$ cat src/rtl/mem_arb_pkg.sv
// mem_arb_pkg: shared encodings and defaults for the
// fetch / load-store memory arbiter.
package mem_arb_pkg;

   localparam int ADDR_W_DEF = 7;
   localparam int LS_MAX_DEF = 4;

   typedef enum logic [1:0] {
      IDLE  = 2'd0,
      ISSUE = 2'd1,
      RESP  = 2'd2
   } state_t;

   typedef enum logic {
      OWN_IF = 1'b0,
      OWN_LS = 1'b1
   } owner_t;

   function automatic int streak_w(input int max);
      return (max < 1) ? 1 : $clog2(max + 1);
   endfunction

endpackage

$ cat src/rtl/mem_arb_pick.sv
// mem_arb_pick: grant decision, load/store first unless
// fetch has been starved for LS_MAX grants in a row.
module mem_arb_pick
   import mem_arb_pkg::*;
#(
   parameter int LS_MAX = LS_MAX_DEF,
   parameter int SW     = streak_w(LS_MAX_DEF)
) (
   input  logic          if_req,
   input  logic          ls_req,
   input  logic [SW-1:0] streak,
   output logic          gnt_if,
   output logic          gnt_ls
);

   localparam logic [SW-1:0] STREAK_MAX = SW'(LS_MAX);

   // ls wins unless fetch is waiting and the streak is used up
   always_comb begin
      gnt_ls = ls_req && (!if_req || (streak < STREAK_MAX));
      gnt_if = if_req && !gnt_ls;
   end

endmodule

$ cat src/rtl/mem_arbiter.sv
// mem_arbiter: one-outstanding arbiter sharing a single
// memory port between instruction fetch and load/store.
module mem_arbiter
   import mem_arb_pkg::*;
#(
   parameter int ADDR_W = ADDR_W_DEF,
   parameter int LS_MAX = LS_MAX_DEF
) (
   input  logic              clk,
   input  logic              rst,
   input  logic              if_req,
   input  logic [ADDR_W-1:0] if_addr,
   output logic              if_ack,
   output logic [31:0]       if_rdata,
   input  logic              ls_req,
   input  logic              ls_wr_en,
   input  logic [3:0]        ls_mask,
   input  logic [ADDR_W-1:0] ls_addr,
   input  logic [31:0]       ls_wdata,
   output logic              ls_ack,
   output logic [31:0]       ls_rdata,
   output logic              mem_req,
   output logic              mem_wr_en,
   output logic [3:0]        mem_mask,
   output logic [ADDR_W-1:0] mem_addr,
   output logic [31:0]       mem_wdata,
   input  logic              mem_ack,
   input  logic [31:0]       mem_rdata
);

   localparam int SW = streak_w(LS_MAX);
   localparam logic [SW-1:0] STREAK_MAX = SW'(LS_MAX);

   state_t        state;
   state_t        state_nx;
   owner_t        owner;
   logic [SW-1:0] streak;
   logic          gnt_if;
   logic          gnt_ls;

   mem_arb_pick #(
      .LS_MAX (LS_MAX),
      .SW     (SW)
   ) u_pick (
      .if_req (if_req),
      .ls_req (ls_req),
      .streak (streak),
      .gnt_if (gnt_if),
      .gnt_ls (gnt_ls)
   );

   // next state: grant in IDLE, wait for memory, one ack cycle
   always_comb begin
      state_nx = state;
      unique case (state)
         IDLE:    if (gnt_ls || gnt_if) state_nx = ISSUE;
         ISSUE:   if (mem_ack) state_nx = RESP;
         RESP:    state_nx = IDLE;
         default: state_nx = IDLE;
      endcase
   end

   // state register
   always_ff @(posedge clk) begin
      if (rst) state <= IDLE;
      else     state <= state_nx;
   end

   // latch the winning request and track the ls streak
   always_ff @(posedge clk) begin
      if (rst) begin
         owner     <= OWN_IF;
         streak    <= '0;
         mem_addr  <= '0;
         mem_mask  <= '0;
         mem_wr_en <= 1'b0;
         mem_wdata <= '0;
      end else if (state == IDLE) begin
         if (gnt_ls) begin
            owner     <= OWN_LS;
            mem_addr  <= ls_addr;
            mem_mask  <= ls_mask;
            mem_wr_en <= ls_wr_en;
            mem_wdata <= ls_wdata;
            if (!if_req)
               streak <= '0;
            else if (streak != STREAK_MAX)
               streak <= streak + SW'(1);
         end else if (gnt_if) begin
            owner     <= OWN_IF;
            mem_addr  <= if_addr;
            mem_mask  <= 4'b1111;
            mem_wr_en <= 1'b0;
            mem_wdata <= '0;
            streak    <= '0;
         end
      end
   end

   // capture read data into the owner's register
   always_ff @(posedge clk) begin
      if (rst) begin
         if_rdata <= '0;
         ls_rdata <= '0;
      end else if (state == ISSUE && mem_ack && !mem_wr_en) begin
         if (owner == OWN_IF) if_rdata <= mem_rdata;
         else                 ls_rdata <= mem_rdata;
      end
   end

   // handshake outputs decoded from state and owner
   always_comb begin
      mem_req = (state == ISSUE);
      if_ack  = (state == RESP) && (owner == OWN_IF);
      ls_ack  = (state == RESP) && (owner == OWN_LS);
   end

endmodule

$ cat config.mk
export PLATFORM = sky130hd
export DESIGN_NAME = mem_arbiter
export DESIGN_NICKNAME = d
export VERILOG_FILES = /design/src/rtl/mem_arb_pkg.sv /design/src/rtl/mem_arb_pick.sv /design/src/rtl/mem_arbiter.sv
export SDC_FILE = /design/constraint.sdc
export NUM_CORES = 1
export LEC_CHECK = 0
export BUFFER_PORTS_ARGS = -buffer_cell sky130_fd_sc_hd__buf_2
export CAP_MARGIN = 25
export CORE_AREA = 2 2 116 118
export CTS_CLUSTER_DIAMETER = 40
export DETAILED_ROUTE_END_ITERATION = 12
export DIE_AREA = 0 0 118 120
export GPL_TIMING_DRIVEN = 1
export MAX_ROUTING_LAYER = met4
export PLACE_DENSITY_LB_ADDON = 0.25
export SLEW_MARGIN = 0
export SYNTH_ARGS = -nofsm -noshare
export SYNTH_HDL_FRONTEND = slang
export SYNTH_HIERARCHICAL = 1
export SYNTH_SLANG_ARGS = --single-unit
export TNS_END_PERCENT = 5
$ cat constraint.sdc
create_clock -name clk -period 2.1 [get_ports clk]
set_input_delay 0.105 -clock clk [delete_from_list [all_inputs] [get_ports clk]]
set_output_delay 0.105 -clock clk [all_outputs]
set_load 0.03 [all_outputs]
## Yosys cells after proc, flatten, opt, wreduce, memory -nomap -nowiden

Cells that the tools add are included.

| storage, ports and cells | value |
|---|---|
| register bits | 114 |
| output and inout bits | 111 |
| word-level logic and storage cells | 52 |

| cells by class | value |
|---|---|
| add/sub/neg operators | 1 |
| magnitude comparators | 1 |
| equal/unequal tests | 6 |
| muxes and demuxes | 16 |
| bitwise operators | 1 |
| reductions and logical operators | 18 |

Operators by type and width:

| kind | number |
|---|---|
| 32-bit two-way mux | 2 |
| 7-bit two-way mux | 2 |
| 3-bit two-way mux | 4 |
| 4-bit two-way mux | 2 |
| 2-bit AND reduction | 4 |
| 1-bit logical AND | 6 |
| 2-bit two-way mux | 2 |
| 2-bit one-hot mux with 2 select lines | 1 |
| 3-bit by 1-bit adder with 3-bit output, second input constant | 1 |
| 1-bit zero test | 3 |
| 3-bit less-than comparator, second input constant | 1 |
| 1-bit two-way mux | 3 |
| 3-bit by 2-bit != test with 1-bit output, second input constant | 1 |
| 3-bit != test, second input constant | 1 |
| 3-bit AND reduction | 1 |
| 2-bit by 1-bit == test with 1-bit output, second input constant | 1 |
| 2-bit == test, second input constant | 1 |
| 2-bit zero test | 1 |
| 1-bit logical OR | 2 |
| 2-bit by 1-bit != test with 1-bit output, second input constant | 1 |
| 2-bit != test, second input constant | 1 |
| 2-bit nonzero test | 1 |
| 1-bit inverter | 1 |

## Logic depth before layout (Yosys ltp)

| logic depth | value |
|---|---|
| depth in word-level cells | 8 |
| mapped depth | 6 |

## Hierarchy

The synthesis kept the hierarchy.

By module, submodules not included:

| module | times used | cells each | area each (µm²) | sequential area each (µm²) |
|---|---|---|---|---|
| mem_arbiter | 1 | 470 | 4415.5 | 2282.2 |
| mem_arb_pick | 1 | 3 | 18.8 | 0.0 |

## Least setup slack after synthesis

Ideal clock, no wire load.

| timing path | value |
|---|---|
| kind | reg2reg |
| start | reg streak[2] |
| end | reg mem_mask[2] |
| setup time | 0.119 ns |
| data arrival time | 1.335 ns |
| required time | 1.981 ns |
| path slack | 0.646 ns |
| cell stages (with the launch flop) | 6 |
| period minus slack after synthesis | 1.454 ns |
| path through | dfxtp_1 -> a21boi_1 -> nor2_1 -> nor2_4 -> buf_4 -> o221a_2 |

| on the way | value |
|---|---|
| cells in the longest elaborated chain, start to end | 7 |
| elaborated cells between the ends (all ways) | 8 |
| those cells by class | order compare: 1; mux: 1; reduce/logical: 6 |

RTL lines:

| what | line | text |
|---|---|---|
| start: declaration | mem_arbiter.sv:37 | `logic [SW-1:0] streak;` |
| start signal: assignment | mem_arbiter.sv:88 | `streak <= streak + SW'(1);` |
| 3-bit less-than comparator * | mem_arb_pick.sv:20 | `gnt_ls = ls_req && (!if_req \|\| (streak < STREAK_MAX));` |
| 1-bit logical OR * | mem_arb_pick.sv:20 |  |
| 1-bit logical AND * | mem_arb_pick.sv:20 |  |
| net gnt_ls | mem_arbiter.sv:39 | `logic gnt_ls;` |
| 1-bit zero test | mem_arb_pick.sv:21 | `gnt_if = if_req && !gnt_ls;` |
| 1-bit logical AND | mem_arb_pick.sv:21 |  |
| 2-bit nonzero test (no source line) | -- |  |
| 2-bit AND reduction (no source line) | -- |  |
| end signal: assignment | mem_arbiter.sv:82 | `mem_mask <= ls_mask;` |
| end: declaration | mem_arbiter.sv:24 | `output logic [3:0] mem_mask,` |

The timed path passes the listed nets; every way through them passes the cells marked *.
A chain may end at the register's enable or synchronous reset.

## Final worst setup path

| timing path | value |
|---|---|
| start | reg state[0] |
| end | reg ls_rdata[7] |

| on the way | value |
|---|---|
| cells in the longest elaborated chain, start to end | 4 |

RTL lines:

| what | line | text |
|---|---|---|
| start: declaration | mem_arbiter.sv:34 | `state_t state;` |
| start signal: assignment | mem_arbiter.sv:66 | `else state <= state_nx;` |
| 2-bit by 1-bit == test with 1-bit output | mem_arbiter.sv:105 | `end else if (state == ISSUE && mem_ack && !mem_wr_en) begin` |
| 1-bit logical AND (2 in series) | mem_arbiter.sv:105 |  |
| 2-bit AND reduction (no source line) | -- |  |
| end signal: assignment | mem_arbiter.sv:107 | `else ls_rdata <= mem_rdata;` |
| end: declaration | mem_arbiter.sv:21 | `output logic [31:0] ls_rdata,` |

No other way between the ends.

==> reports/metrics.yaml <==
status: "finished, final reports clean"
cp_num_buf_inv: 1
avgRoutedWirePerCell_um: 14.1
ff2ff_setup_slack_ns: 0.33
yosysMostFrequentCell: "nand2_1"
avgViaCountPerCell: 4.68
end_kind: "register"
seq_area_frac_synth_pct: 51.5
p_leak_nw: 3.31
layout-drive-gt1-share_pct: 34.1
ctsResizeCount: 0
clock-sinks: 114
grt_pass1_wl_um: 20800
synth_common_cells: "nand2_1, dfxtp_1, mux2i_1, a21oi_1, o21ai_0"
max_freq_mhz: 565
synth_edf_count: 0
clkSlewWorstSetupHoldPaths_ns: 0.05
tritoncts: "yes"
htree_levels: 4
fillers: 1183
insertedDiodeCount: 0
io-pin-count: 199
cts-root-buf: "clkbuf_16"
die_width_um: 118
routed_wl_um: 13000
globalplace.congestion: 0.760
die_h_um: 120
tns_ns: 0
ys.warnings.count: 6
worst_pin_slew_ns: 0.621
worst_path_max_delay_cell: "dfxtp_1"
power_density_nw_per_um2: 883
path_delay_family: "simple AND/OR/NAND/NOR gates"
grt_start_max_net_pins: 45
clock_latency_ns: 0.41
synthesis.area_sq_um: 4430
initial_core_util_pct: 34.2
dp_hpwl_um: 8210
ys_seq_elements: 114
synthArstFlopShare_pct: 0
nNetsFinal: 822
hold_viol_final: 0
min_period_over_period_pct: 84.2
stdcell_count: 920
cp.depth: 4
cts_setup_buffers: 0
grtUsageTotal_pct: 19.0
syn_to_final_growth_pct: 54.1
place_inst: 820
synth-main-ff-cell: "dfxtp_1"
critPathMaxFanout: 32
whs_path_depth: 3
min_period_ns: 1.77
synth_nets: 563
cts_buffers: 17
synth_top_area_share_pct: 51.5
critPathArrivalTime_ns: 2.03
timing.critical_path.cells: "nand3b_4, or3b_2, buf_4, mux2i_1"
slew_headroom_pct: 58.6
startpoint_type: "register"
cts_hold_buf: 69
grt_pass1_vias: 4347
cpPeakStageDelay_ns: 0.51
rows: 42
grt_antenna_before_repair: 0
place_ws_ns: 0.346
drt_iter0_drc: 203
yosys.area.top_type: "dfxtp_1"
maxCapViolCount: 0
grt_overflow: 0
required_ns: 2.36
die_area_sq_um: 14200
skew_ns: 0.00743
synth_cells: 473
r2r_cells: 4
ys_types: 37
crit_type: "reg -> reg"
irDropWorstVdd_uv: 521
slew_violations: 0
avgSynthCellArea_sq_um: 9.37
drc: 0
hold_class: "in -> reg"
ant_nets: 0
core_sq_um: 13000
portBuffers: 198
rsz0062_at_grt: "false"
ys_top_cells_by_area: "dfxtp_1, mux2i_1, nand2_1"
firstDrtPassIters: 4
cts_buffer_depth: 2
num_vias: 4303
setup_viol: 0
worst_slack_ns: 0.332
[cell usage in the layout, fill, tap and decap left out, types with 2 or more instances in the layout]
cell           Yosys  final
a21oi_1           41     41
o311ai_0           2      2
inv_1              3      3
buf_4              5      8
buf_12             3      2
clkinvlp_4         0      3
nor2_2             1      2
buf_2              3    198
clkinv_2           0      2
dfxtp_1          114    114
a21boi_1           2      2
clkbuf_16          0     17
ha_1               2      2
o221a_2            4      4
nand2_1          132    132
dlygate4sd3_1      0     69
bufinv_16          0      2
mux2i_1           71     71
o21ai_0           35     35
or2_2              2      2
a211oi_1           8      8
clkbuf_8           0      5
[per-stage QoR]
stage	total power [mW]	util (%)	area, sq um	hold slack (ns)
5_1_grt	6.32	52.6	6830	0.00466
3_5_place_dp	3.13	42.7	5540	0.353
3_3_place_gp	3.11	42.7	5540	0.346
4_1_cts	6.11	52.6	6830	0.00100
2_1_floorplan	2.86	-	4430	0.241
6_report	6.03	52.6	6830	0.0227
[path summary, 6_finish.rpt]
path,to,startpoint
max,ls_rdata[7]$_SDFFE_PP0P_,state[0]$_SDFFE_PP0P_
min,streak[2]$_SDFFE_PP0P_,if_req
max reg2reg,ls_rdata[7]$_SDFFE_PP0P_,state[0]$_SDFFE_PP0P_
min reg2reg,if_rdata[1]$_SDFFE_PP0P_,if_rdata[1]$_SDFFE_PP0P_
[final cells by class]
cell class	instances	area, sq um	area share [%]
timing repair buffer	277	1780	26.1
clock buffer	23	498	7.29
sequential	114	2280	33.4
clock inverter	8	101	1.48
inverter	4	15.0	0.220
multi-input combinational	318	1930	28.3
tap	176	220	3.22
[cells by family (layout without fill, tap and decap cells)]
group | Yosys count | after routing | synth area share, %
AND/OR/NAND/NOR | 150 | 150 | 14.5
flip-flops | 114 | 114 | 51.5
AO/OA/AOI/OAI | 95 | 95 | 12.2
multiplexers | 71 | 71 | 16.0
buffers and inverters | 41 | 312 | 5.25
adder cells (fa/ha/maj) | 2 | 2 | 0.564
[where the power goes]
| part | leakage (nW) | switching (mW) | total, mW | internal [mW] |
|---|---|---|---|---|
| clock network | 0.287 | 0.959 | 2.85 | 1.89 |
| logic | 2.09 | 0.516 | 0.854 | 0.338 |
| registers | 0.929 | 0.0601 | 2.33 | 2.27 |
[per-layer routing]
metal	GRT usage [%]	vias to the layer above	part of all wire (%)
li1	-	2133	-
met4	8.81	0	2.4
met5	-	-	0
met1	21.4	1978	43
met3	7.32	22	7.7
met2	30.1	170	47
[worst reg2reg max path, cell delays in order, from the launching register on]
cell and delay, ns:
dfxtp_1 0.51, nand3b_4 0.14, or3b_2 0.46, buf_4 0.31, mux2i_1 0.22
[registers in the layout, indices dropped and copies added, names as in the netlist]
register	cells
ls_rdata	32
streak	3
state	2
mem_addr	7
owner	1
mem_mask	4
if_rdata	32
mem_wr_en	1
mem_wdata	32
Note: power is estimated with default switching activity, not from simulation.
